==> config.mk <==
export PLATFORM = sky130hd
export DESIGN_NAME = stream_byte_packer
export DESIGN_NICKNAME = d
export VERILOG_FILES = /design/src/rtl/stream_byte_packer.sv
export SDC_FILE = /design/constraint.sdc
export NUM_CORES = 1
export LEC_CHECK = 0
export ABC_AREA = 0
export BUFFER_PORTS_ARGS = -buffer_cell sky130_fd_sc_hd__buf_4
export CAP_MARGIN = 20
export CORE_ASPECT_RATIO = 2
export CORE_MARGIN = 5
export CORE_UTILIZATION = 35
export DETAILED_ROUTE_END_ITERATION = 10
export MAX_ROUTING_LAYER = met4
export PLACE_DENSITY = 0.63
export SYNTH_ARGS = -nofsm -noshare
export SYNTH_HDL_FRONTEND = slang
export SYNTH_SLANG_ARGS = --single-unit
export TNS_END_PERCENT = 10
==> constraint.sdc <==
create_clock -name clk -period 3.57 [get_ports clk]
set_input_delay 0.1785 -clock clk [delete_from_list [all_inputs] [get_ports clk]]
set_output_delay 0.1785 -clock clk [all_outputs]
set_load 0.005 [all_outputs]
==> src/rtl/stream_byte_packer.sv <==
// stream_byte_packer: packs RATIO narrow beats into one wide word,
// lane 0 first, with early close on up_last and a lane keep mask.
module stream_byte_packer #(
  parameter int WORD_WIDTH = 8,
  parameter int RATIO      = 4
) (
  input  logic                        clk,
  input  logic                        rst_n,
  input  logic                        up_valid,
  input  logic [WORD_WIDTH-1:0]       up_data,
  input  logic                        up_last,
  output logic                        up_ready,
  output logic                        down_valid,
  output logic [WORD_WIDTH*RATIO-1:0] down_data,
  output logic [RATIO-1:0]            down_keep,
  output logic                        down_last,
  input  logic                        down_ready
);

  localparam int CW = $clog2(RATIO);
  localparam int DW = WORD_WIDTH * RATIO;
  localparam logic [CW-1:0] LAST_LANE = CW'(RATIO - 1);

  logic [CW-1:0]    r_cnt;
  logic [DW-1:0]    r_acc;
  logic             r_down_valid;
  logic [DW-1:0]    r_down_data;
  logic [RATIO-1:0] r_down_keep;
  logic             r_down_last;

  logic             w_accept;
  logic             w_close;
  logic             w_drain;
  logic [DW-1:0]    w_word;
  logic [RATIO-1:0] w_keep;

  assign up_ready   = !r_down_valid || down_ready;
  assign w_accept   = up_valid && up_ready;
  assign w_close    = w_accept &&
                      (r_cnt == LAST_LANE || up_last);
  assign w_drain    = r_down_valid && down_ready;

  assign down_valid = r_down_valid;
  assign down_data  = r_down_data;
  assign down_keep  = r_down_keep;
  assign down_last  = r_down_last;

  // merge the incoming beat into lane cnt and build the keep mask
  always_comb begin
    w_word = r_acc;
    w_keep = '0;
    for (int i = 0; i < RATIO; i++) begin
      if (CW'(i) == r_cnt)
        w_word[i*WORD_WIDTH +: WORD_WIDTH] = up_data;
      if (CW'(i) <= r_cnt)
        w_keep[i] = 1'b1;
    end
  end

  // accumulator, lane counter and output register
  always_ff @(posedge clk) begin
    if (!rst_n) begin
      r_cnt        <= '0;
      r_acc        <= '0;
      r_down_valid <= 1'b0;
      r_down_data  <= '0;
      r_down_keep  <= '0;
      r_down_last  <= 1'b0;
    end else if (w_close) begin
      r_cnt        <= '0;
      r_acc        <= '0;
      r_down_valid <= 1'b1;
      r_down_data  <= w_word;
      r_down_keep  <= w_keep;
      r_down_last  <= up_last;
    end else begin
      if (w_accept) begin
        r_acc <= w_word;
        r_cnt <= r_cnt + CW'(1);
      end
      if (w_drain)
        r_down_valid <= 1'b0;
    end
  end

endmodule

==> results of run 1 <==
## state kept, by name, indices dropped and copies added (netlist names)
name	flops
down_keep	4
down_data	32
r_cnt	2
down_valid	1
down_last	1
r_acc	32
## routing by layer
layer / vias to the layer above / wire length, um / share of wire (%)
met5: - / 0 / 0
met4: 0 / 345 / 4.5
met3: 20 / 366 / 4.8
met2: 64 / 3950 / 52
met1: 1214 / 2980 / 39
li1: 1263 / - / -
## logic make-up after synthesis
family	share of synthesized area, %
buffers and inverters	5.69
muxes	21.8
adders and majority gates	1.95
AOI/OAI and AO/OA	10.1
and+or+nand+nor	15.4
DFF	44.9
## per-stage QoR
step	total power (uW)	cells	setup slack (ns)
4_1_cts	1830	487	1.14
2_1_floorplan	969	350	2.09
3_3_place_gp	1020	474	1.23
5_1_grt	1880	488	1.02
6_report	1800	488	1.20
3_5_place_dp	1030	474	1.17
## final timing paths
kind                        to  slack [ns]  cells after the start
setup / recovery      up_ready        1.20                      3
hold / removal       down_last        0.13                      2
setup reg to reg     r_acc[29]        1.46                      5
hold reg to reg   down_keep[0]        0.45                      2
## power by group
part	total (uW)	internal [uW]	leakage, uW	switching, uW
combinational	175	75.1	0.000977	99.9
clock	793	494	0.000130	299
sequential	835	825	0.000583	10.2
## placed cells by master (no fill, tap or decap), drive strengths merged
cell type / synthesis / layout
nand2: 71 / 71
dfxtp: 72 / 72
a21oi: 26 / 26
nand2b: 1 / 1
o31ai: 1 / 1
clkinv: 0 / 1
inv: 5 / 5
mux2: 32 / 32
a41o: 2 / 2
mux2i: 34 / 34
nor2: 1 / 1
and3: 8 / 8
buf: 11 / 53
a31oi: 2 / 2
ha: 5 / 5
o21ai: 27 / 27
or3: 1 / 1
and2: 3 / 3
clkbuf: 19 / 12
nor2b: 1 / 1
nand3: 26 / 26
a21boi: 2 / 2
## Yosys cell counts (all sizes together)
| library cell | instances | area share [%] |
|---|---|---|
| mux2i | 34 | 11 |
| clkbuf | 19 | 2.2 |
| mux2 | 32 | 11 |
| nor2 | 1 | 0.12 |
| a41o | 2 | 0.62 |
| a21oi | 26 | 4.1 |
| dfxtp | 72 | 45 |
| and3 | 8 | 1.6 |
| a21boi | 2 | 0.47 |
| nor2b | 1 | 0.43 |
| a31oi | 2 | 0.39 |
| o21ai | 27 | 4.2 |
| o31ai | 1 | 0.39 |
| and2 | 3 | 0.59 |
| inv | 5 | 0.59 |
| nand3 | 26 | 4.1 |
| nand2b | 1 | 0.20 |
| nand2 | 71 | 8.3 |
| buf | 11 | 2.9 |
| or3 | 1 | 0.20 |
| ha | 5 | 2.0 |
## final cells by class
class                   count  area, um^2
clock buffers              12         256
repair buffers             53         410
clock inverters             1        5.00
inverters                   5        18.8
well taps                 102         128
fillers                   892        5170
flip-flops and latches     72        1440
multi-input cells         243        1590
## worst reg2reg max path, stage by stage (launching register included)
cell and delay [ns]:
dfxtp_1 0.37, ha_1 0.45, nor2_1 0.12, or3_2 0.59
buf_12 0.26, and3_1 0.22
==> results.json, run 1 <==
{
  "status": "completed",
  "die_area_um2": 11300,
  "ir_drop_mv": 0.228,
  "synthCells": 350,
  "routed_wl_um": 7640,
  "top_usage_layer": "met2",
  "yosysUniqueCellTypes": 22,
  "tns_ns": 0,
  "fmax_mhz": 422,
  "hpwl_um": 5070,
  "drt-wirelength-per-cell_um": 15.7,
  "via_per_inst": 5.25,
  "critPathRequiredTime_ns": 3.39,
  "numCtsBuffers": 9,
  "num_io_pins": 52,
  "hold_path.class": "input pin to flip-flop",
  "remaining_drc_errors": 0,
  "period_minus_slack_ns": 2.37,
  "start_util_pct": 35.6,
  "hold_slack_ns": 0.128,
  "cts_hold_buf": 0,
  "grt-ovfl-total": 0,
  "grt_usage_pct": 14.4,
  "clock-root-buffer": "clkbuf_16",
  "gp_congestion": 0.779,
  "ys_ff_latch": 72,
  "clk_path_buf_depth": 2,
  "grt_pass1_vias": 2597,
  "cts_resized": 0,
  "grt_pass1_wl_um": 12700,
  "startpoint": "down_valid",
  "worst_pin_slew_ns": 1.02,
  "areaGrowthSynthToFinish_pct": 19.9,
  "period_share_pct": 66.4,
  "slowest_delay_ns": 0.65,
  "antenna_found_initial": 0,
  "drt_pre_antenna_iters": 4,
  "final-hold-violation-count": 0,
  "met3_usage_pct": 3.35,
  "grt_max_degree": 84,
  "crit_fanout": 32,
  "path_buf_inv": 2,
  "coreArea_um2": 9010,
  "hp-start": "up_last",
  "path_class": "flip-flop to output pin",
  "drtIter0Drc": 170,
  "fin_util_pct": 42.7,
  "slowest_stage": "inv_1",
  "synth_fp_nets": 368,
  "clk_latency_ns": 0.33,
  "r2r_start": "r_cnt[1]",
  "relSlewSlack_pct": 32.1,
  "syn_area_per_cell_um2": 9.17,
  "antennaDiodeCount": 0,
  "routed-via-count": 2561,
  "portBuffers": 51,
  "maxSlewViolCount": 0,
  "fp.dieW_um": 77.7,
  "fin_nets": 402,
  "cellPowerDensity_nw_per_um2": 469,
  "clock_sinks": 72,
  "layout-drive-gt1-share_pct": 25.9,
  "end_kind": "output pin",
  "fin_area_um2": 3840,
  "leakagePower_uw": 0.00169,
  "arrival_ns": 2.19,
  "grt_use_met1_pct": 15.5,
  "postPlaceCellArea_um2": 3560,
  "skew_ns": 0.00399,
  "ant_nets": 0,
  "worstPathCellList": "nor2b_4 -> inv_1 -> buf_4",
  "ys_warn_count": 0,
  "cp_top_family": "buffers and inverters",
  "rsz0062_at_grt": "no",
  "htreeDepth": 3,
  "yosysSeqAreaShare_pct": 44.9,
  "rows": 49,
  "cts_setup_buffers": 0,
  "grt_use_met2_pct": 23.0,
  "clk_pin_slew_ns": 0.05,
  "cts_tree": "built",
  "syn_area_um2": 3210,
  "setup_violations": 0,
  "max-cap-violations": 0,
  "die_h_um": 145,
  "crit_path_start_kind": "flip-flop"
}
Power figures use the tool's default switching activity.
==> inputs of run 2 (changes only) <==
ABC_AREA = 1   (was 0)
PLACE_DENSITY = 0.65   (was 0.63)
clock period = 2 ns   (was 3.57 ns; I/O delays follow)
==> run 2 against run 1 <==
Against the previous run:
- area after synthesis decreased by 1.1%
- die area down 0.95%
- sequential cell count unchanged
- non-clock buffer count is 4 higher
- wire length up 2.3%
- total power is 91% higher
- largest cell class is now sequential cells
- highest routed layer unchanged
==> results.json, run 2 <==
{
  "path_buf_inv": 2,
  "ir_drop_mv": 0.546,
  "grt-ovfl-total": 0,
  "synth_common_cells": "170 x nand2_1, 72 x dfxtp_1, 57 x nand3_1",
  "clk_path_buf_depth": 2,
  "rsz0062_at_grt": "no",
  "synthCells": 450,
  "fin_nets": 509,
  "multi_input_area_um2": 1380,
  "htreeDepth": 3,
  "synth_edf_count": 0,
  "slowest_delay_ns": 0.38,
  "clk_pin_slew_ns": 0.06,
  "drt-wirelength-per-cell_um": 13.1,
  "critPathRequiredTime_ns": 2.23,
  "grt_pass1_wl_um": 12800,
  "yosysUniqueCellTypes": 18,
  "cp.depth": 7,
  "grt_max_degree": 66,
  "areaGrowthSynthToFinish_pct": 21.9,
  "worst_pin_slew_ns": 0.474,
  "n_fill_cell": 921,
  "cts_tree": "built",
  "antennaDiodeCount": 0,
  "regArea_um2": 1440,
  "r2r_slack_ns": 0.28,
  "hpwl_um": 5430,
  "synth_fp_nets": 468,
  "num_io_pins": 52,
  "start_util_pct": 35.5,
  "gp_congestion": 0.831,
  "cp_common_cell": "nor2_1",
  "period_minus_slack_ns": 1.72,
  "yosysSeqAreaShare_pct": 45.4,
  "r2r_start": "r_cnt[0]",
  "synth_area_leaders": "dfxtp_1 45%, nand2_1 20%, nand3_1 9.0%",
  "clk_latency_ns": 0.33,
  "numCtsBuffers": 9,
  "die_h_um": 145,
  "syn_area_um2": 3170,
  "clock-root-buffer": "clkbuf_16",
  "cp_top_family": "simple AND/OR/NAND/NOR gates",
  "post-synth-top-count-cell": "nand2_1",
  "r2r_end": "down_keep[1]",
  "tns_ns": 0,
  "cellPowerDensity_nw_per_um2": 891,
  "fp.dieW_um": 77.3,
  "leakagePower_uw": 0.00176,
  "end_kind": "flip-flop",
  "layout_common_cells": "170 x nand2_1, 72 x dfxtp_1, 57 x nand3_1",
  "skew_ns": 0.00489,
  "ys_ff_latch": 72,
  "cts_setup_buffers": 0,
  "drt_pre_antenna_iters": 8,
  "fmax_mhz": 580,
  "setup_violations": 0,
  "antenna_found_initial": 0,
  "grt_usage_pct": 15.0,
  "arrival_ns": 1.95,
  "final_common_cell": "nand2_1",
  "worstPathCellList": "ha_1 -> inv_2 -> nand2_2 -> nand3_4 -> buf_4 -> nor2_1 -> nor2_1",
  "relSlewSlack_pct": 68.4,
  "die_area_um2": 11200,
  "netlist.top_cell.by_area": "dfxtp_1",
  "clock_sinks": 72,
  "layout-drive-gt1-share_pct": 16.1,
  "routed-via-count": 2830,
  "synth_top_area_share_pct": 45.4,
  "total_power_uw": 3450,
  "cts_resized": 0,
  "crit_path_start_kind": "flip-flop",
  "startpoint": "r_cnt[0]",
  "path_class": "flip-flop to flip-flop",
  "hold_path.class": "input pin to flip-flop",
  "maxSlewViolCount": 0,
  "portBuffers": 51,
  "syn_area_per_cell_um2": 7.05,
  "slowest_stage": "dfxtp_1",
  "hold_slack_ns": 0.0395,
  "ys_warn_count": 0,
  "coreArea_um2": 8950,
  "crit_fanout": 19,
  "via_per_inst": 4.73,
  "critPathCapture": "down_keep[1]",
  "max-cap-violations": 0,
  "final-hold-violation-count": 0,
  "period_share_pct": 86.2,
  "rows": 49,
  "cts_hold_buf": 0,
  "r2r_cells": 7,
  "synthFlopType": "dfxtp_1",
  "grt_pass1_vias": 2710,
  "drtIter0Drc": 207,
  "ant_nets": 0,
  "async_flop_share_pct": 0,
  "remaining_drc_errors": 0,
  "status": "completed",
  "routed_wl_um": 7820
}
## run 2: cell types whose count changed in the layout (fill, tap and decap cells not counted), sizes merged, moves of 3 or more
cell,before,now
nand2,71,173
nand3,26,58
nor2,1,8
and2,3,0
buf,53,57
mux2i,34,0
a21oi,26,40
and3,8,0
mux2,32,0
o21ai,27,23
inv,5,43
## run 2: layout make-up
type / count / area share [%]
multi-input combinational: 307 / 35.7
sequential: 72 / 37.2
timing repair buffer: 57 / 11.7
inverter: 44 / 4.27
clock inverter: 3 / 1.03
tap: 102 / 3.30
clock buffer: 13 / 6.72
## run 2: how the worst min path moves through the flow
stage                     slack, ns  cells past startpoint        end  startpoint
final                          0.04                      3  down_last     up_last
after global routing           0.05                      3  down_last     up_last
after CTS                      0.03                      3  down_last     up_last
after detailed placement       0.38                      3  down_last     up_last
after global placement         0.38                      3  down_last     up_last
after floorplan                0.25                      2  down_last     up_last
## run 2: cell families after synthesis
logic type	share of synthesized area [%]
buffers and inverters	11.3
AOI/OAI and AO/OA	10.2
and+or+nand+nor	31.2
adders and majority gates	1.97
DFF	45.4
## run 2: where the power goes
group | switching (uW) | total [uW] | internal, uW | leakage, uW
clock | 583 | 1610 | 1030 | 0.000150
sequential | 24.2 | 1500 | 1480 | 0.000584
combinational | 214 | 334 | 121 | 0.00103
total | 821 | 3450 | 2630 | 0.00176
## run 2: per-layer routing
metal	track usage (%)	wire length (um)	vias up
li1	-	-	1501
met1	15.9	3200	1244
met2	24.4	3940	67
met3	4.03	342	18
met4	9.69	343	0
met5	-	0	-
## run 2: worst register-to-register path, cell delays in order (launching register included)
cell,delay [ns]
dfxtp_1,0.38
ha_1,0.29
inv_2,0.16
nand2_2,0.16
nand3_4,0.18
buf_4,0.26
nor2_1,0.13
nor2_1,0.06
## run 2: stage by stage
step	setup WS (ns)	cells	cell area (um^2)	util [%]
after floorplan	0.660	450	3170	-
after global placement	0.335	582	3570	39.9
after detailed placement	0.284	582	3570	39.9
after CTS	0.261	598	3870	43.2
after global routing	0.0593	598	3870	43.2
final	0.276	598	3870	43.2
==> inputs of run 3 (changes only) <==
CORE_ASPECT_RATIO = 1.25   (was 2)
CORE_UTILIZATION = 40   (was 35)
CTS_BUF_LIST = sky130_fd_sc_hd__clkbuf_4 sky130_fd_sc_hd__clkbuf_8 sky130_fd_sc_hd__clkbuf_16   (was default)
PLACE_DENSITY = 0.71   (was 0.65)
==> run 3 against run 2 <==
Against the previous run:
- non-clock buffer count rose by 3
- clock skew up 0.0014 ns
- combinational power barely moved
- register-to-register slack gained 0.02 ns
- clock-buffer cell count did not move
- die area shrank 12%
- setup slack better by 0.020 ns
- wire length decreased by 4.1%
- sequential cell count unchanged
- cell count is 0.67% lower
- critical path type unchanged
- largest cell class unchanged
- largest power group is now registers
==> results.json, run 3 (synthesis results as in run 2) <==
{
  "worstPathCellList": "inv_1 -> ha_1 -> clkinv_1 -> nand2_1 -> nand2_1 -> inv_1 -> nand2_1 -> a21oi_1",
  "crit_path_start_kind": "flip-flop",
  "startpoint": "r_cnt[0]",
  "hpwl_um": 5230,
  "final_common_cell": "nand2_1",
  "drt_pre_antenna_iters": 5,
  "cts_resized": 0,
  "period_share_pct": 85.2,
  "rows": 36,
  "n_fill_cell": 779,
  "path_buf_inv": 3,
  "worst_pin_slew_ns": 0.481,
  "r2r_start": "r_cnt[0]",
  "critPathCapture": "r_acc[18]",
  "period_minus_slack_ns": 1.70,
  "critPathRequiredTime_ns": 2.28,
  "rsz0062_at_grt": "no",
  "fin_nets": 512,
  "grt_usage_pct": 16.7,
  "antennaDiodeCount": 0,
  "slowest_delay_ns": 0.38,
  "path_class": "flip-flop to flip-flop",
  "gp_congestion": 0.824,
  "pre_cts_ws_ns": 0.294,
  "slowest_stage": "ha_1",
  "skew_ns": 0.00631,
  "numCtsBuffers": 9,
  "remaining_drc_errors": 0,
  "fin_util_pct": 48.4,
  "leakagePower_uw": 0.00173,
  "via_per_inst": 4.85,
  "fin_area_um2": 3770,
  "grt_pass1_wl_um": 12200,
  "end_kind": "flip-flop",
  "cts_tree": "built",
  "areaGrowthSynthToFinish_pct": 18.8,
  "status": "completed",
  "tns_ns": 0,
  "clk_latency_ns": 0.35,
  "clk_path_buf_depth": 2,
  "ant_nets": 0,
  "cellPowerDensity_nw_per_um2": 773,
  "grt-ovfl-total": 0,
  "maxSlewViolCount": 0,
  "fmax_mhz": 587,
  "antenna_found_initial": 0,
  "start_util_pct": 40.7,
  "layout-drive-gt1-share_pct": 17.0,
  "final-hold-violation-count": 0,
  "cts_hold_buf": 0,
  "clock_sinks": 72,
  "cts_setup_buffers": 0,
  "routed-via-count": 2880,
  "num_io_pins": 52,
  "cp_top_family": "buffers and inverters",
  "clk_pin_slew_ns": 0.07,
  "setup_violations": 0,
  "relSlewSlack_pct": 67.9,
  "max-cap-violations": 0,
  "cp_common_cell": "nand2_1",
  "routed_wl_um": 7500,
  "hold_path.class": "input pin to flip-flop",
  "cp.depth": 8,
  "r2r_slack_ns": 0.30,
  "grt_max_degree": 38,
  "clock-root-buffer": "clkbuf_8",
  "die_h_um": 110,
  "fp.dieW_um": 89.7,
  "crit_fanout": 9,
  "die_area_um2": 9830,
  "ir_drop_mv": 0.316,
  "htreeDepth": 3,
  "coreArea_um2": 7790,
  "postPlaceCellArea_um2": 3580,
  "r2r_end": "r_acc[18]",
  "drtIter0Drc": 127,
  "drt-wirelength-per-cell_um": 12.6,
  "arrival_ns": 1.99,
  "layout_common_cells": "170 x nand2_1, 72 x dfxtp_1, 58 x buf_4",
  "grt_pass1_vias": 2590,
  "portBuffers": 51,
  "r2r_cells": 8,
  "setup_ws_ns": 0.296
}
[run 3: per-stage QoR]
| stage | power, uW | std cells | hold slack (ns) |
|---|---|---|---|
| floorplan | 1760 | 450 | 0.247 |
| global placement | 1860 | 578 | 0.384 |
| detailed placement | 1870 | 578 | 0.397 |
| CTS | 2940 | 594 | 0.0262 |
| global route | 3040 | 594 | 0.0309 |
| finish | 2920 | 594 | 0.0421 |
[run 3: final cells by class]
type,instances,area (um^2),area share [%]
flip-flops and latches,72,1440,38.2
multi-input cells,307,1380,36.7
repair buffers,60,475,12.6
clock buffers,13,173,4.58
inverters,44,165,4.38
well taps,95,119,3.15
clock inverters,3,15.0,0.398
[run 3: worst min path at each step]
stage / startpoint / end / slack, ns / cells past startpoint
global route: up_last / down_last / 0.03 / 3
finish: up_last / down_last / 0.04 / 3
detailed placement: up_last / down_last / 0.40 / 3
floorplan: up_last / down_last / 0.25 / 2
CTS: up_last / down_last / 0.03 / 3
global placement: up_last / down_last / 0.38 / 3
[run 3: power by group]
part           total, uW  switching, uW  internal, uW
clock               1080            521           560
combinational        336            213           123
sequential          1500           23.5          1480
[run 3: worst min-delay path: stages]
cell and delay [ns]:
buf_4 0.11, nand2_1 0.06, a21oi_1 0.06
[run 3: routing by layer]
layer	part of all wire [%]	global-route usage, %	vias up
li1	-	-	1503
met1	42	19.9	1278
met2	50	26.3	82
met3	5.7	3.82	17
met4	2.7	7.87	0
met5	0	-	-
